## src/rtl/bcd_field_counter_rpt_if.sv

```systemverilog
// Bus bundle for one BCD date/time setting field counter.
//   master : drives field select, buttons, load and runtime limit; sees count/digits/pulses
//   slave  : the counter itself
interface bcd_field_counter_rpt_if #(
    parameter int unsigned W = 7
);
    logic [3:0]   field_sel;
    logic         en_up;
    logic         en_down;
    logic         load;
    logic [W-1:0] load_val;
    logic [W-1:0] max_dyn;
    logic [W-1:0] count;
    logic [3:0]   digit1;
    logic [3:0]   digit0;
    logic         carry;
    logic         borrow;

    modport master (
        output field_sel, en_up, en_down, load, load_val, max_dyn,
        input  count, digit1, digit0, carry, borrow
    );

    modport slave (
        input  field_sel, en_up, en_down, load, load_val, max_dyn,
        output count, digit1, digit0, carry, borrow
    );
endinterface

```

## src/rtl/bcd_field_counter_rpt.sv

```systemverilog
// 2-digit BCD up/down counter for one RTC setting field with button edge detection,
// press-and-hold auto-repeat, runtime upper limit, parallel load and carry/borrow pulses.
// Ports:
//   clk    system clock, rising edge
//   reset  asynchronous, active-high
//   bus    slave side of bcd_field_counter_rpt_if:
//          in  field_sel, en_up, en_down, load, load_val, max_dyn
//          out count (binary), digit1/digit0 (BCD tens/units, combinational), carry, borrow
module bcd_field_counter_rpt #(
    parameter int unsigned FIELD_ID      = 5,
    parameter int unsigned MIN_VAL       = 1,
    parameter int unsigned MAX_VAL       = 12,
    parameter int unsigned W             = 7,
    parameter int unsigned REPEAT_DELAY  = 50_000_000,
    parameter int unsigned REPEAT_PERIOD = 25_000_000
) (
    input  logic                    clk,
    input  logic                    reset,
    bcd_field_counter_rpt_if.slave  bus
);
    localparam int unsigned TMAX = (REPEAT_DELAY > REPEAT_PERIOD) ? REPEAT_DELAY : REPEAT_PERIOD;
    localparam int unsigned TW   = $clog2(TMAX + 1);

    typedef enum logic [1:0] {
        IDLE   = 2'd0,
        HOLD   = 2'd1,
        REPEAT = 2'd2
    } state_t;

    state_t        state_q, state_d;
    logic [TW-1:0] timer_q, timer_d;
    logic          held_up_q, held_up_d;
    logic          up_rel_q, dn_rel_q;
    logic [W-1:0]  count_q, count_d;
    logic          carry_q, carry_d;
    logic          borrow_q, borrow_d;

    logic          active;
    logic          dir_up, dir_dn;
    logic          up_edge, dn_edge;
    logic          still_held;
    logic          step_c, step_up_c;
    logic [W-1:0]  limit;

    assign active  = (bus.field_sel == 4'(FIELD_ID));
    assign dir_up  = bus.en_up & ~bus.en_down;
    assign dir_dn  = bus.en_down & ~bus.en_up;
    // Edge only after the button has been seen released at least once since reset,
    // so a button held through reset does not step.
    assign up_edge = bus.en_up & up_rel_q;
    assign dn_edge = bus.en_down & dn_rel_q;
    assign still_held = active & (held_up_q ? dir_up : dir_dn);

    // Runtime limit, never above the static maximum.
    always_comb begin
        limit = W'(MAX_VAL);
        if (bus.max_dyn != '0 && bus.max_dyn < W'(MAX_VAL)) begin
            limit = bus.max_dyn;
        end
    end

    // State register and button/release tracking.
    always_ff @(posedge clk or posedge reset) begin
        if (reset) begin
            state_q   <= IDLE;
            timer_q   <= '0;
            held_up_q <= 1'b0;
            up_rel_q  <= 1'b0;
            dn_rel_q  <= 1'b0;
            count_q   <= W'(MIN_VAL);
            carry_q   <= 1'b0;
            borrow_q  <= 1'b0;
        end else begin
            state_q   <= state_d;
            timer_q   <= timer_d;
            held_up_q <= held_up_d;
            up_rel_q  <= ~bus.en_up;
            dn_rel_q  <= ~bus.en_down;
            count_q   <= count_d;
            carry_q   <= carry_d;
            borrow_q  <= borrow_d;
        end
    end

    // Press / hold / repeat sequencing.
    always_comb begin
        state_d   = state_q;
        timer_d   = timer_q;
        held_up_d = held_up_q;
        step_c    = 1'b0;
        step_up_c = held_up_q;
        case (state_q)
            IDLE: begin
                timer_d   = '0;
                step_up_c = dir_up;
                if (active && ((dir_up && up_edge) || (dir_dn && dn_edge))) begin
                    step_c    = 1'b1;
                    held_up_d = dir_up;
                    state_d   = HOLD;
                end
            end
            HOLD: begin
                if (!still_held) begin
                    state_d = IDLE;
                    timer_d = '0;
                end else if (timer_q == TW'(REPEAT_DELAY - 1)) begin
                    step_c  = 1'b1;
                    state_d = REPEAT;
                    timer_d = '0;
                end else begin
                    timer_d = timer_q + TW'(1);
                end
            end
            REPEAT: begin
                if (!still_held) begin
                    state_d = IDLE;
                    timer_d = '0;
                end else if (timer_q == TW'(REPEAT_PERIOD - 1)) begin
                    step_c  = 1'b1;
                    timer_d = '0;
                end else begin
                    timer_d = timer_q + TW'(1);
                end
            end
            default: begin
                state_d = IDLE;
                timer_d = '0;
            end
        endcase
    end

    // Count update: load beats clamp beats step.
    always_comb begin
        count_d  = count_q;
        carry_d  = 1'b0;
        borrow_d = 1'b0;
        if (bus.load) begin
            if (bus.load_val >= W'(MIN_VAL) && bus.load_val <= limit) begin
                count_d = bus.load_val;
            end
        end else if (count_q > limit) begin
            count_d = limit;
        end else if (step_c) begin
            if (step_up_c) begin
                if (count_q >= limit) begin
                    count_d = W'(MIN_VAL);
                    carry_d = 1'b1;
                end else begin
                    count_d = count_q + W'(1);
                end
            end else begin
                if (count_q <= W'(MIN_VAL)) begin
                    count_d  = limit;
                    borrow_d = 1'b1;
                end else begin
                    count_d = count_q - W'(1);
                end
            end
        end
    end

    assign bus.count  = count_q;
    assign bus.carry  = carry_q;
    assign bus.borrow = borrow_q;
    assign bus.digit1 = 4'(count_q / W'(10));
    assign bus.digit0 = 4'(count_q % W'(10));
endmodule

```

## src/flat_wrapper.sv

```systemverilog
// flat-port wrapper written by rule: the top's interface ports become plain ports
module bcd_field_counter_rpt_flat 
#(
    parameter int unsigned FIELD_ID      = 5,
    parameter int unsigned MIN_VAL       = 1,
    parameter int unsigned MAX_VAL       = 12,
    parameter int unsigned W             = 7,
    parameter int unsigned REPEAT_DELAY  = 50_000_000,
    parameter int unsigned REPEAT_PERIOD = 25_000_000
)
  (clk, reset, bus_field_sel, bus_en_up, bus_en_down, bus_load, bus_load_val, bus_max_dyn, bus_count, bus_digit1, bus_digit0, bus_carry, bus_borrow);
  bcd_field_counter_rpt_if #(.W(W)) bus_i ();
  input  logic clk;
  input  logic reset;
  input wire logic [$bits(bus_i.field_sel)-1:0] bus_field_sel;
  input wire logic [$bits(bus_i.en_up)-1:0] bus_en_up;
  input wire logic [$bits(bus_i.en_down)-1:0] bus_en_down;
  input wire logic [$bits(bus_i.load)-1:0] bus_load;
  input wire logic [$bits(bus_i.load_val)-1:0] bus_load_val;
  input wire logic [$bits(bus_i.max_dyn)-1:0] bus_max_dyn;
  output wire logic [$bits(bus_i.count)-1:0] bus_count;
  output wire logic [$bits(bus_i.digit1)-1:0] bus_digit1;
  output wire logic [$bits(bus_i.digit0)-1:0] bus_digit0;
  output wire logic [$bits(bus_i.carry)-1:0] bus_carry;
  output wire logic [$bits(bus_i.borrow)-1:0] bus_borrow;
  assign bus_i.field_sel = bus_field_sel;
  assign bus_i.en_up = bus_en_up;
  assign bus_i.en_down = bus_en_down;
  assign bus_i.load = bus_load;
  assign bus_i.load_val = bus_load_val;
  assign bus_i.max_dyn = bus_max_dyn;
  assign bus_count = bus_i.count;
  assign bus_digit1 = bus_i.digit1;
  assign bus_digit0 = bus_i.digit0;
  assign bus_carry = bus_i.carry;
  assign bus_borrow = bus_i.borrow;
  bcd_field_counter_rpt #(.FIELD_ID(FIELD_ID), .MIN_VAL(MIN_VAL), .MAX_VAL(MAX_VAL), .W(W), .REPEAT_DELAY(REPEAT_DELAY), .REPEAT_PERIOD(REPEAT_PERIOD)) u_core (.clk(clk), .reset(reset), .bus(bus_i));
endmodule
```

## config.mk

```make
export PLATFORM = sky130hd
export DESIGN_NAME = bcd_field_counter_rpt_flat
export DESIGN_NICKNAME = d
export VERILOG_FILES = /design/src/rtl/bcd_field_counter_rpt_if.sv /design/src/rtl/bcd_field_counter_rpt.sv /design/src/flat_wrapper.sv
export SDC_FILE = /design/constraint.sdc
export NUM_CORES = 1
export LEC_CHECK = 0
export ABC_AREA = 1
export CAP_MARGIN = 10
export CORE_MARGIN = 2
export CORE_UTILIZATION = 55
export CTS_CLUSTER_DIAMETER = 30
export DETAILED_ROUTE_END_ITERATION = 10
export PLACE_DENSITY_LB_ADDON = 0.1
export SLEW_MARGIN = 20
export SYNTH_ARGS = -nofsm -noshare
export SYNTH_HDL_FRONTEND = slang
export SYNTH_SLANG_ARGS = --single-unit
export TNS_END_PERCENT = 100
```

## constraint.sdc

```tcl
create_clock -name clk -period 3.2 [get_ports clk]
set_input_delay 0.96 -clock clk [delete_from_list [all_inputs] [get_ports clk]]
set_output_delay 0.96 -clock clk [all_outputs]
set_load 0.02 [all_outputs]
```

# After elaboration in Yosys (flattened, before gate mapping)
# Index checks and enable logic that the tools add are counted.
# word_totals
output_inout_bits,17
reg_bits,40
wordCells,83
input_bits,23
# classes
n_reduce_logical,12
n_eq_ne,9
n_div,2
n_bitwise,7
n_addsub,3
muxes,36
n_lt_le_gt_ge,6
# op_table
op,count
26-bit two-way mux,4
7-bit two-way mux,8
26-bit one-hot mux with 2 select lines,1
26-bit by 1-bit adder with 26-bit output (second input constant),1
26-bit by 25-bit equality test with 1-bit output (second input constant),1
26-bit equality test (second input constant),1
1-bit two-way mux,17
2-bit two-way mux,4
7-bit by 1-bit adder with 7-bit output (second input constant),1
7-bit by 4-bit divider with 7-bit output (second input constant),1
7-bit by 1-bit greater-or-equal comparator with 1-bit output (second input constant),1
7-bit greater-or-equal comparator,1
7-bit > comparator,1
7-bit by 1-bit less-or-equal comparator with 1-bit output (second input constant),1
7-bit less-or-equal comparator,1
7-bit by 4-bit < comparator with 1-bit output (second input constant),1
7-bit by 4-bit remainder unit with 7-bit output (second input constant),1
7-bit nonzero test,1
7-bit by 1-bit subtractor with 7-bit output (second input constant),1
2-bit one-hot mux with 3 select lines,1
1-bit bitwise AND,5
1-bit logical AND,5
4-bit by 3-bit equality test with 1-bit output (second input constant),1
2-bit by 1-bit != test with 1-bit output (second input constant),2
11 further kinds,13

# Depth between registers and ports, before layout
# Gate-level depths: netlist of run 1.
# logic_depth
word_depth,10
depth_mapped,20

# Least setup slack after synthesis of run 1
# Ideal clock, no wire load.
# synth_timing
path_type,register -> output
from,"register u_core.count_q[4], in the netlist u_core.bus.count[4]"
to,output bus_digit0[1]
stages_incl_launch_ff,19
setup_slack_ps,-88
t_required_ps,2240
arrival_time_ps,2328
path_cell_list,dfrtp_1 -> buf_6 -> inv_1 -> a21oi_2 -> nand2_4 -> nand2_4 -> nand2_1 -> nand3_2 -> nand2_4 -> nand2_4 -> nand2_4 -> nand2_1 -> inv_1 -> ha_1 -> inv_1 -> nand3_2 -> nand3_4 -> nand2_1 -> nand2_1
# synth_between
elab_chain_len,1
# synth_rtl
element,line_no,rtl
from (decl),bcd_field_counter_rpt.sv:34,"logic [W-1:0] count_q, count_d;"
from (signal assigned),bcd_field_counter_rpt.sv:70,count_q <= W'(MIN_VAL);
from (signal assigned),bcd_field_counter_rpt.sv:79,count_q <= count_d;
7-bit by 4-bit remainder unit with 7-bit output,bcd_field_counter_rpt.sv:166,assign bus.digit0 = 4'(count_q % W'(10));
to (decl),flat_wrapper.sv:23,output wire logic [$bits(bus_i.digit0)-1:0] bus_digit0;
# No other way between the ends.

# Worst setup path in the final report of run 1
# layout_timing
from,"register u_core.count_q[4], in the netlist u_core.bus.count[4]"
to,output bus_digit0[2]
# The elaborated chain is that of the path after synthesis.

==> results of run 1 <==
[what timing repair did]
action,CTS,global route
setup buffers,7,7
endpoints found under the setup margin,8,14
resized for setup,48,46
pin swaps,14,18
[cell usage after synthesis (3+ instances only)]
master     n
nor2_1    52
o22ai_1    4
nor3b_1    5
buf_2      3
nand2_4    6
dfrtp_1   39
xor2_1    14
nand4_1   13
o21ai_0   14
nand3_2    7
nand2_2    6
ha_1      25
xnor2_1    4
nor3_1    18
nor4_1     3
nand3_1   51
inv_2      4
inv_1     54
nand2_1  119
a21oi_1   13
[power by group]
part	switching (mW)	leakage (nW)	internal, mW	total [mW]
Sequential	0.0750	0.536	0.564	0.639
Clock	0.199	0.0548	0.235	0.434
Combinational	1.86	1.56	1.43	3.29
[sequential cells by signal (all words and copies together) (netlist names)]
| register | flops |
|---|---|
| u_core.dn_rel_q | 1 |
| u_core.state_q | 2 |
| u_core.up_rel_q | 1 |
| u_core.held_up_q | 1 |
| u_core.bus.carry | 1 |
| u_core.bus.borrow | 1 |
| u_core.bus.count | 7 |
| u_core.timer_q | 26 |
[worst max path at each step]
stage                                    startpoint             to  slack [ns]  cells after the start
finish              u_core.bus.count[4]$_DFFE_PP0P_  bus_digit0[2]       -0.15                     20
floorplan           u_core.bus.count[3]$_DFFE_PP0P_  bus_digit0[1]        0.02                     19
CTS                 u_core.bus.count[4]$_DFFE_PP0P_  bus_digit0[1]       -0.05                     19
detailed placement  u_core.bus.count[4]$_DFFE_PP0P_  bus_digit0[2]       -0.33                     17
global route        u_core.bus.count[4]$_DFFE_PP0P_  bus_digit0[3]       -0.25                     20
global placement    u_core.bus.count[4]$_DFFE_PP0P_  bus_digit0[1]       -0.24                     17
[routing by layer]
metal,track usage [%],routed length (um),vias to the layer above
met5,0,0,-
met4,5.83,117,0
met3,4.18,525,13
met2,45.1,4630,118
met1,37.3,4080,1693
li1,-,-,1755
[final cells by class]
class / instances / area (sq um) / area share, %
Clock buffer: 5 / 68.8 / 1.50
Clock inverter: 3 / 46.3 / 1.01
Inverter: 58 / 225 / 4.90
Multi-Input combinational cell: 375 / 2350 / 51.0
Sequential cell: 40 / 1010 / 21.9
Tap cell: 75 / 93.8 / 2.04
Timing Repair Buffer: 92 / 813 / 17.7
[cells by family (layout without fill, tap and decap cells)]
| kind of cell | Yosys count | count (layout) |
|---|---|---|
| buffers and inverters | 65 | 158 |
| DFF | 40 | 40 |
| and+or+nand+nor | 285 | 285 |
| adders and majority gates | 25 | 25 |
| other | 1 | 6 |
| AOI/OAI and AO/OA | 41 | 41 |
| xor gates and xnor gates | 18 | 18 |
[cell usage in the layout, fill, tap and decap left out, drive strengths merged, types with 5 or more instances in the layout]
cell type / n
nand2: 131
clkdlybuf4s50: 29
o21ai: 15
dlymetal6s2s: 6
dfrtp: 39
xor2: 14
ha: 25
inv: 59
nor3b: 5
nand4: 13
nor2: 54
conb: 6
a21oi: 14
nor3: 20
nand3: 59
buf: 57
clkbuf: 5
[per-stage QoR]
stage	TNS [ns]	setup WS [ns]	std cells	hold slack (ns)
finish	-0.499	-0.155	648	0.470
global placement	-2.38	-0.240	626	0.449
global route	-1.05	-0.247	648	0.525
detailed placement	-3.34	-0.325	626	0.466
floorplan	0	0.0171	480	0.433
CTS	-0.134	-0.0455	641	0.475
==> results.yml, run 1 <==
cts:
  htree_levels: 2
  insertion_delay_ns: 0.30
  numCtsBuffers: 5
  cts_tree: "yes"
  holdBufCountCts: 0
  cts.sinks: 40
  clockBufferDepth: 2
  path_clk_slew_ns: 0.09
  cts_root_buf: "clkbuf_8"
global_route:
  grt_first_pass_wirelength_mm: 14.3
  grt_pass1_vias: 3241
  grt_max_degree: 41
  antenna_found_initial: 0
  grt.overflow.total: 0
  grt_use_total_pct: 27.1
synth:
  muxShareOfSynthArea_pct: 0
  synth_area_leaders: "dfrtp_1 (29%), nand2_1 (13%), ha_1 (9.4%), nand3_1 (7.7%), inv_1 (6.1%)"
  synth_cell_types: 36
  synth_top_family_by_area: "simple AND/OR/NAND/NOR gates"
  yosys.area_share.adder_pct: 9.39
  ys_async_sr_fraction_pct: 100
  ys_ff_latch: 40
  synthCells: 475
  avgSynthCellArea_sq_um: 7.01
  synth-simple-area-share_pct: 40.5
  synth_area_sq_um: 3330
  yosysTopAreaCellShare_pct: 29.3
  synth_xor_area_share_pct: 4.74
  ys_warn_count: 0
  synth_compound_area_share_pct: 7.22
  synth-seq-area-share_pct: 30.1
  netlist.top_cell.by_area: "dfrtp_1"
  synth-edff-count: 0
  ys.flop_type: "dfrtp_1"
timing:
  setup_violations: 4
  rsz0062_at_grt: "true"
  fin_skew_ns: 0.00736
  finalHoldViolations: 0
  period_minus_slack_ns: 3.35
  drv_slew: 0
  tightest_slew_ns: 0.703
  setup_slack_ns: -0.155
  max_freq_mhz: 298
  timing.slew.headroom_pct: 52.7
  finalCritPeriodShare_pct: 105
min_path:
  holdCritPathClass: "reg2reg"
  min_path_cells: 1
  min_to: "u_core.timer_q[0]$_DFF_PP0_"
  hp-start: "u_core.timer_q[0]$_DFF_PP0_"
route:
  firstDrtPassIters: 5
  viasPerCell: 5.52
  wl_per_cell_um: 14.4
  drc: 0
  ant_nets: 0
  drt-initial-drc-count: 244
  routed_wl_mm: 9.35
  num_vias: 3579
finish:
  finalInstanceArea_sq_um: 4600
  syn_to_final_growth_pct: 38.2
  diodes: 0
  nNetsFinal: 620
  final_util_pct: 78.2
  fillers: 426
  drive_gt1_share_pct: 24.3
power_and_ir_drop:
  ir_worst_vdd_mv: 1.66
  p_total_mw: 4.37
  powerDensity_nw_per_um2: 949
  cellLeakagePower_nw: 2.15
worst_setup_path:
  crit-reg2reg-launch: "u_core.bus.count[6]$_DFFE_PP0P_"
  cp_slowest_cell: "dfrtp_2"
  crit_family: "simple AND/OR/NAND/NOR gates"
  critical_path_required_ns: 2.24
  regToRegEndpoint: "u_core.bus.count[6]$_DFFE_PP0P_"
  crit_top_cell: "nand2_4"
  critPathArrivalTime_ns: 2.39
  rr_worst_depth: 12
  rrSetupSlack_ns: 0.93
  crit_type: "reg2out"
  end_kind: "output port"
  cpPeakStageDelay_ns: 0.47
  cp.buffers_inverters: 5
  critPathLaunchType: "flip-flop"
  path_cells: "inv_4 > nand3_4 > nand3_4 > nand2_4 > nand2_8 > nand2_4 > nand2_4 > inv_4 > nand2_4 > nand2_4 > nand2_4 > nand2_4 > inv_2 > ha_4 > inv_4 > nand3_4 > nand3_4 > nand2_2 > nand2_2 > buf_6"
  crit_fanout: 6
die:
  die_area_sq_um: 6690
  fp-row-count: 28
  io_pins: 40
  coreArea_sq_um: 5890
  start_util_pct: 56.6
  fp.dieH_um: 81.8
  fp.dieW_um: 81.8
placed_design:
  port_buffers: 39
  dpl_cell_area_sq_um: 4100
  dp_hpwl_mm: 6.20
  place.gp.congestion: 0.919
status:
  failed_checks: "negative setup slack"
  status: "finished, violations left"
flow_run:
  maxCapViolCount: 0
(Power assumes the default switching activity.)
==> run 2: changes to the inputs <==
CORE_UTILIZATION = 40   (was 55)
==> results.yml, run 2 (synthesis results as in run 1) <==
status:
  status: "finished, violations left"
  failed_checks: "negative setup slack"
die:
  fp.dieW_um: 95.2
  start_util_pct: 40.9
  io_pins: 40
  die_area_sq_um: 9070
  fp-row-count: 33
  coreArea_sq_um: 8130
  fp.dieH_um: 95.2
global_route:
  grt_pass1_vias: 3153
  grt_use_total_pct: 20.0
  antenna_found_initial: 0
  grt_first_pass_wirelength_mm: 14.6
  grt.overflow.total: 0
  grt_max_degree: 26
timing:
  finalHoldViolations: 0
  drv_slew: 0
  max_freq_mhz: 305
  finalCritPeriodShare_pct: 103
  fin_skew_ns: 0.00361
  setup_violations: 4
  setup_slack_ns: -0.0827
  timing.slew.headroom_pct: 58.4
  rsz0062_at_grt: "true"
  tightest_slew_ns: 0.619
  period_minus_slack_ns: 3.28
worst_setup_path:
  critical_path_required_ns: 2.24
  critPathArrivalTime_ns: 2.32
  crit_fanout: 6
  critPathLaunchType: "flip-flop"
  crit_type: "reg2out"
  end_kind: "output port"
power_and_ir_drop:
  powerDensity_nw_per_um2: 890
  p_total_mw: 4.07
  cellLeakagePower_nw: 2.11
  ir_worst_vdd_mv: 0.533
route:
  ant_nets: 0
  num_vias: 3343
  firstDrtPassIters: 4
  routed_wl_mm: 8.67
  wl_per_cell_um: 12.7
  viasPerCell: 4.92
  drt-initial-drc-count: 136
  drc: 0
cts:
  clockBufferDepth: 2
  path_clk_slew_ns: 0.08
  numCtsBuffers: 5
  holdBufCountCts: 0
  htree_levels: 2
  insertion_delay_ns: 0.29
  cts_tree: "yes"
  cts_root_buf: "clkbuf_8"
  cts.sinks: 40
placed_design:
  place.gp.congestion: 0.872
  placed_cells: 658
  port_buffers: 39
  dp_hpwl_mm: 6.56
  preCtsSetupSlack_ns: -0.409
finish:
  final_cells: 680
  final_util_pct: 56.1
  largest_register_ffs: 26
  largest_register: "u_core.timer_q"
  final_cell_mix: "nand2_1 (100), buf_4 (53), nand3_1 (49)"
  drive_gt1_share_pct: 24.5
  syn_to_final_growth_pct: 37.2
  nNetsFinal: 623
  diodes: 0
  layout_commonest_cell: "nand2_1"
min_path:
  holdCritPathClass: "reg2reg"
flow_run:
  maxCapViolCount: 0
==> run 2: cell types whose count changed in the layout (fill, tap and decap cells not counted), moves of 2 or more <==
cell,previous run,this run
nand2_2,17,22
nand2_4,12,8
buf_4,50,53
a21oi_1,12,10
a21oi_2,0,2
clkdlybuf4s50_1,29,31
dlymetal6s2s_1,6,4
inv_2,6,8
nand3_4,7,5
o21ai_1,3,1
==> run 2: path summary, 6_finish.rpt <==
kind                                                 start  depth (start not counted)                         endpoint  slack (ns)
min                            u_core.timer_q[0]$_DFF_PP0_                          1      u_core.timer_q[0]$_DFF_PP0_        0.47
min in group asynchronous                            reset                          3      u_core.timer_q[3]$_DFF_PP0_        1.00
max reg2reg                u_core.bus.count[6]$_DFFE_PP0P_                         12  u_core.bus.count[6]$_DFFE_PP0P_        1.00
min reg2reg                    u_core.timer_q[0]$_DFF_PP0_                          1      u_core.timer_q[0]$_DFF_PP0_        0.47
max                        u_core.bus.count[4]$_DFFE_PP0P_                         19                    bus_digit0[2]       -0.08
max in group asynchronous                            reset                          3  u_core.bus.count[0]$_DFFE_PP1P_        1.85
==> run 2: metal layers <==
layer | wire length, um | GRT usage (%) | vias up
li1 | - | - | 1755
met1 | 4260 | 28.1 | 1541
met2 | 4090 | 32.7 | 45
met3 | 276 | 3.24 | 2
met4 | 38 | 3.50 | 0
met5 | 0 | 0 | -
==> run 2: cell type report <==
class	instances	area (sq um)
fillers	743	3570
well taps	105	131
flip-flops and latches	40	1010
multi-input cells	375	2290
inverters	58	223
clock inverters	2	12.5
repair buffers	95	831
clock buffers	5	68.8
==> run 2: repair_timing <==
action | CTS | global route
setup endpoints to repair | 5 | 13
setup buffers | 11 | 4
pin swaps | 9 | 24
gates cloned | 0 | 0
gates resized for setup | 43 | 42
==> run 2: where the power goes <==
group	leakage [nW]	internal (mW)	switching (mW)	total, mW
logic	1.53	1.41	1.69	3.10
registers	0.536	0.564	0.0738	0.638
clock network	0.0400	0.148	0.184	0.332
==> run 2: through the flow <==
stage | hold slack [ns] | setup TNS, ns | instance area [sq um]
4_1_cts | 0.479 | -0.147 | 4400
5_1_grt | 0.512 | -1.01 | 4570
3_3_place_gp | 0.460 | -2.93 | 4150
3_5_place_dp | 0.467 | -3.01 | 4150
6_report | 0.468 | -0.235 | 4570
2_1_floorplan | 0.433 | 0 | 3370
==> run 2: worst max-delay path, stage by stage (launching register included) <==
cell and delay, ns:
dfrtp_2 0.47, inv_4 0.11, nand3_4 0.09, nand3_4 0.10, nand2_4 0.08, nand2_8 0.10, nand2_2 0.05, nand2_2 0.07
inv_2 0.05, nand2_4 0.06, nand2_4 0.05, nand2_4 0.06, nand2_2 0.05, inv_2 0.06, ha_4 0.14, inv_4 0.04
nand3_4 0.07, nand4_1 0.16, nand2_2 0.09, buf_6 0.11
==> run 3: changes to the inputs <==
clock period = 2.7 ns   (was 3.2 ns; I/O delays follow)
==> results.yml, run 3 (synthesis results as in run 1) <==
status:
  status: "finished, violations left"
  failed_checks: "negative setup slack"
timing:
  setup_tns_ns: -1.81
  finalHoldViolations: 0
  timing.hold.ws_ns: 0.459
  period_minus_slack_ns: 3.17
  setup_violations: 4
  timing.slew.headroom_pct: 55.6
  finalCritPeriodShare_pct: 117
  drv_slew: 0
  max_freq_mhz: 315
  setup_slack_ns: -0.472
  fin_skew_ns: 0.0153
  tightest_slew_ns: 0.660
  rsz0062_at_grt: "true"
route:
  drt-initial-drc-count: 181
  wl_met1_mm: 4.15
  routed.top_layer: "met4"
  met2_length_mm: 4.15
  num_vias: 3460
  wl_per_cell_um: 12.6
  routed_wl_mm: 8.69
  viasPerCell: 5.01
  ant_nets: 0
  drc: 0
  firstDrtPassIters: 4
  wl_met3_um: 305
worst_setup_path:
  critical_path_required_ns: 1.89
  rrSetupSlack_ns: 0.40
  rr_worst_depth: 13
  crit_type: "reg2out"
  crit-reg2reg-launch: "u_core.bus.count[6]$_DFFE_PP0P_"
  critPathLaunchType: "flip-flop"
  crit_fanout: 6
  critPathArrivalTime_ns: 2.36
  end_kind: "output port"
  worstSetupStartpoint: "u_core.bus.count[6]$_DFFE_PP0P_"
  regToRegEndpoint: "u_core.bus.count[5]$_DFFE_PP0P_"
  crit_end: "bus_digit0[1]"
flow_run:
  maxCapViolCount: 0
finish:
  diodes: 0
  syn_to_final_growth_pct: 46.1
  nNetsFinal: 632
  finalInstanceArea_sq_um: 4860
  layout_commonest_cell: "nand2_1"
  final_util_pct: 59.8
  fillers: 703
  largest_register_ffs: 26
  final_cell_mix: "nand2_1 (92), buf_4 (59), nor2_1 (48)"
  drive_gt1_share_pct: 31.5
  largest_register: "u_core.timer_q"
  final_cells: 690
die:
  start_util_pct: 40.9
  io_pins: 40
  die_area_sq_um: 9070
  fp.dieW_um: 95.2
  fp-row-count: 33
  coreArea_sq_um: 8130
  fp.dieH_um: 95.2
power_and_ir_drop:
  cellLeakagePower_nw: 2.21
  p_comb_share_pct: 74.9
  intPower_mw: 2.66
  p_seq_share_pct: 14.8
  power_switching_mw: 2.43
  switching_share_pct: 47.8
  power_frac_clock_pct: 10.3
  ir_worst_vdd_mv: 0.551
  p_total_mw: 5.10
  powerDensity_nw_per_um2: 1050
cts:
  cts_root_buf: "clkbuf_8"
  numCtsBuffers: 5
  cts.sinks: 40
  insertion_delay_ns: 0.30
  holdBufCountCts: 0
  cts_tree: "yes"
  clockBufferDepth: 2
  htree_levels: 2
  path_clk_slew_ns: 0.08
global_route:
  grt.overflow.total: 0
  grt_pass1_vias: 3274
  grt_first_pass_wirelength_mm: 14.2
  grt_max_degree: 29
  grt_use_total_pct: 19.5
  antenna_found_initial: 0
placed_design:
  dp_hpwl_mm: 6.56
  port_buffers: 39
  placed_cells: 670
  place.gp.congestion: 0.828
  dpl_cell_area_sq_um: 4360
  preCtsSetupSlack_ns: -0.648
min_path:
  holdCritPathClass: "reg2reg"
-- run 3: changes by cell type in the layout (fill, tap and decap cells not counted), sizes merged --
cell           change
buf               +13
clkbuf             +5
clkdlybuf4s50      -5
dlymetal6s2s       -4
bufinv             +1
clkinvlp           -1
dlygate4sd2        +1
-- run 3: worst min-delay path by stage --
stage,start,endpoint,slack [ns],cells past startpoint
2_1_floorplan,u_core.timer_q[0]$_DFF_PP0_,u_core.timer_q[0]$_DFF_PP0_,0.43,1
3_3_place_gp,u_core.timer_q[0]$_DFF_PP0_,u_core.timer_q[0]$_DFF_PP0_,0.45,1
3_5_place_dp,u_core.timer_q[0]$_DFF_PP0_,u_core.timer_q[0]$_DFF_PP0_,0.45,1
4_1_cts,u_core.timer_q[0]$_DFF_PP0_,u_core.timer_q[0]$_DFF_PP0_,0.47,1
5_1_grt,u_core.timer_q[0]$_DFF_PP0_,u_core.timer_q[0]$_DFF_PP0_,0.49,1
6_report,u_core.timer_q[0]$_DFF_PP0_,u_core.timer_q[0]$_DFF_PP0_,0.46,1
-- run 3: final cells by class --
class / count / area [sq um] / share of cell area [%]
tap: 105 / 131 / 2.70
timing repair buffer: 104 / 890 / 18.3
clock inverter: 2 / 38.8 / 0.798
clock buffer: 6 / 82.6 / 1.70
multi-input combinational: 375 / 2480 / 51.0
sequential: 40 / 1010 / 20.7
inverter: 58 / 233 / 4.79
-- run 3: repair_timing --
item / 4_1_cts / 5_1_grt
gates resized for setup: 66 / 64
setup endpoints to repair: 14 / 13
pin swaps: 31 / 37
setup buffers: 6 / 7
-- run 3: power by group through the flow --
stage	Sequential, mW	Clock [mW]	Combinational [mW]
final	0.754	0.527	3.82
after global routing	0.762	0.566	4.17
after CTS	0.753	0.538	3.58
after detailed placement	0.766	0	3.43
after global placement	0.764	0	3.40
after floorplan	0.829	0	2.18
-- run 3: worst max-delay path, cell delays in order, from the launching register on --
cell and delay, ns:
dfrtp_2 0.47, inv_2 0.07, nand2_4 0.08, nand3_2 0.09
nand2_4 0.12, nand2_8 0.08, nand2_2 0.08, nand2_2 0.06
inv_2 0.07, nand2_4 0.07, nand2_8 0.07, nand2_4 0.04
nand2_2 0.07, inv_2 0.04, ha_4 0.16, inv_4 0.06
nand3_4 0.07, nand3_4 0.12, nand2_2 0.08, nand2_4 0.05
buf_6 0.11
-- run 3: routing by layer --
layer	global-route usage (%)	vias up
met4	5.31	0
met5	0	-
met2	32.2	59
met1	26.7	1621
li1	-	1772
met3	2.61	8
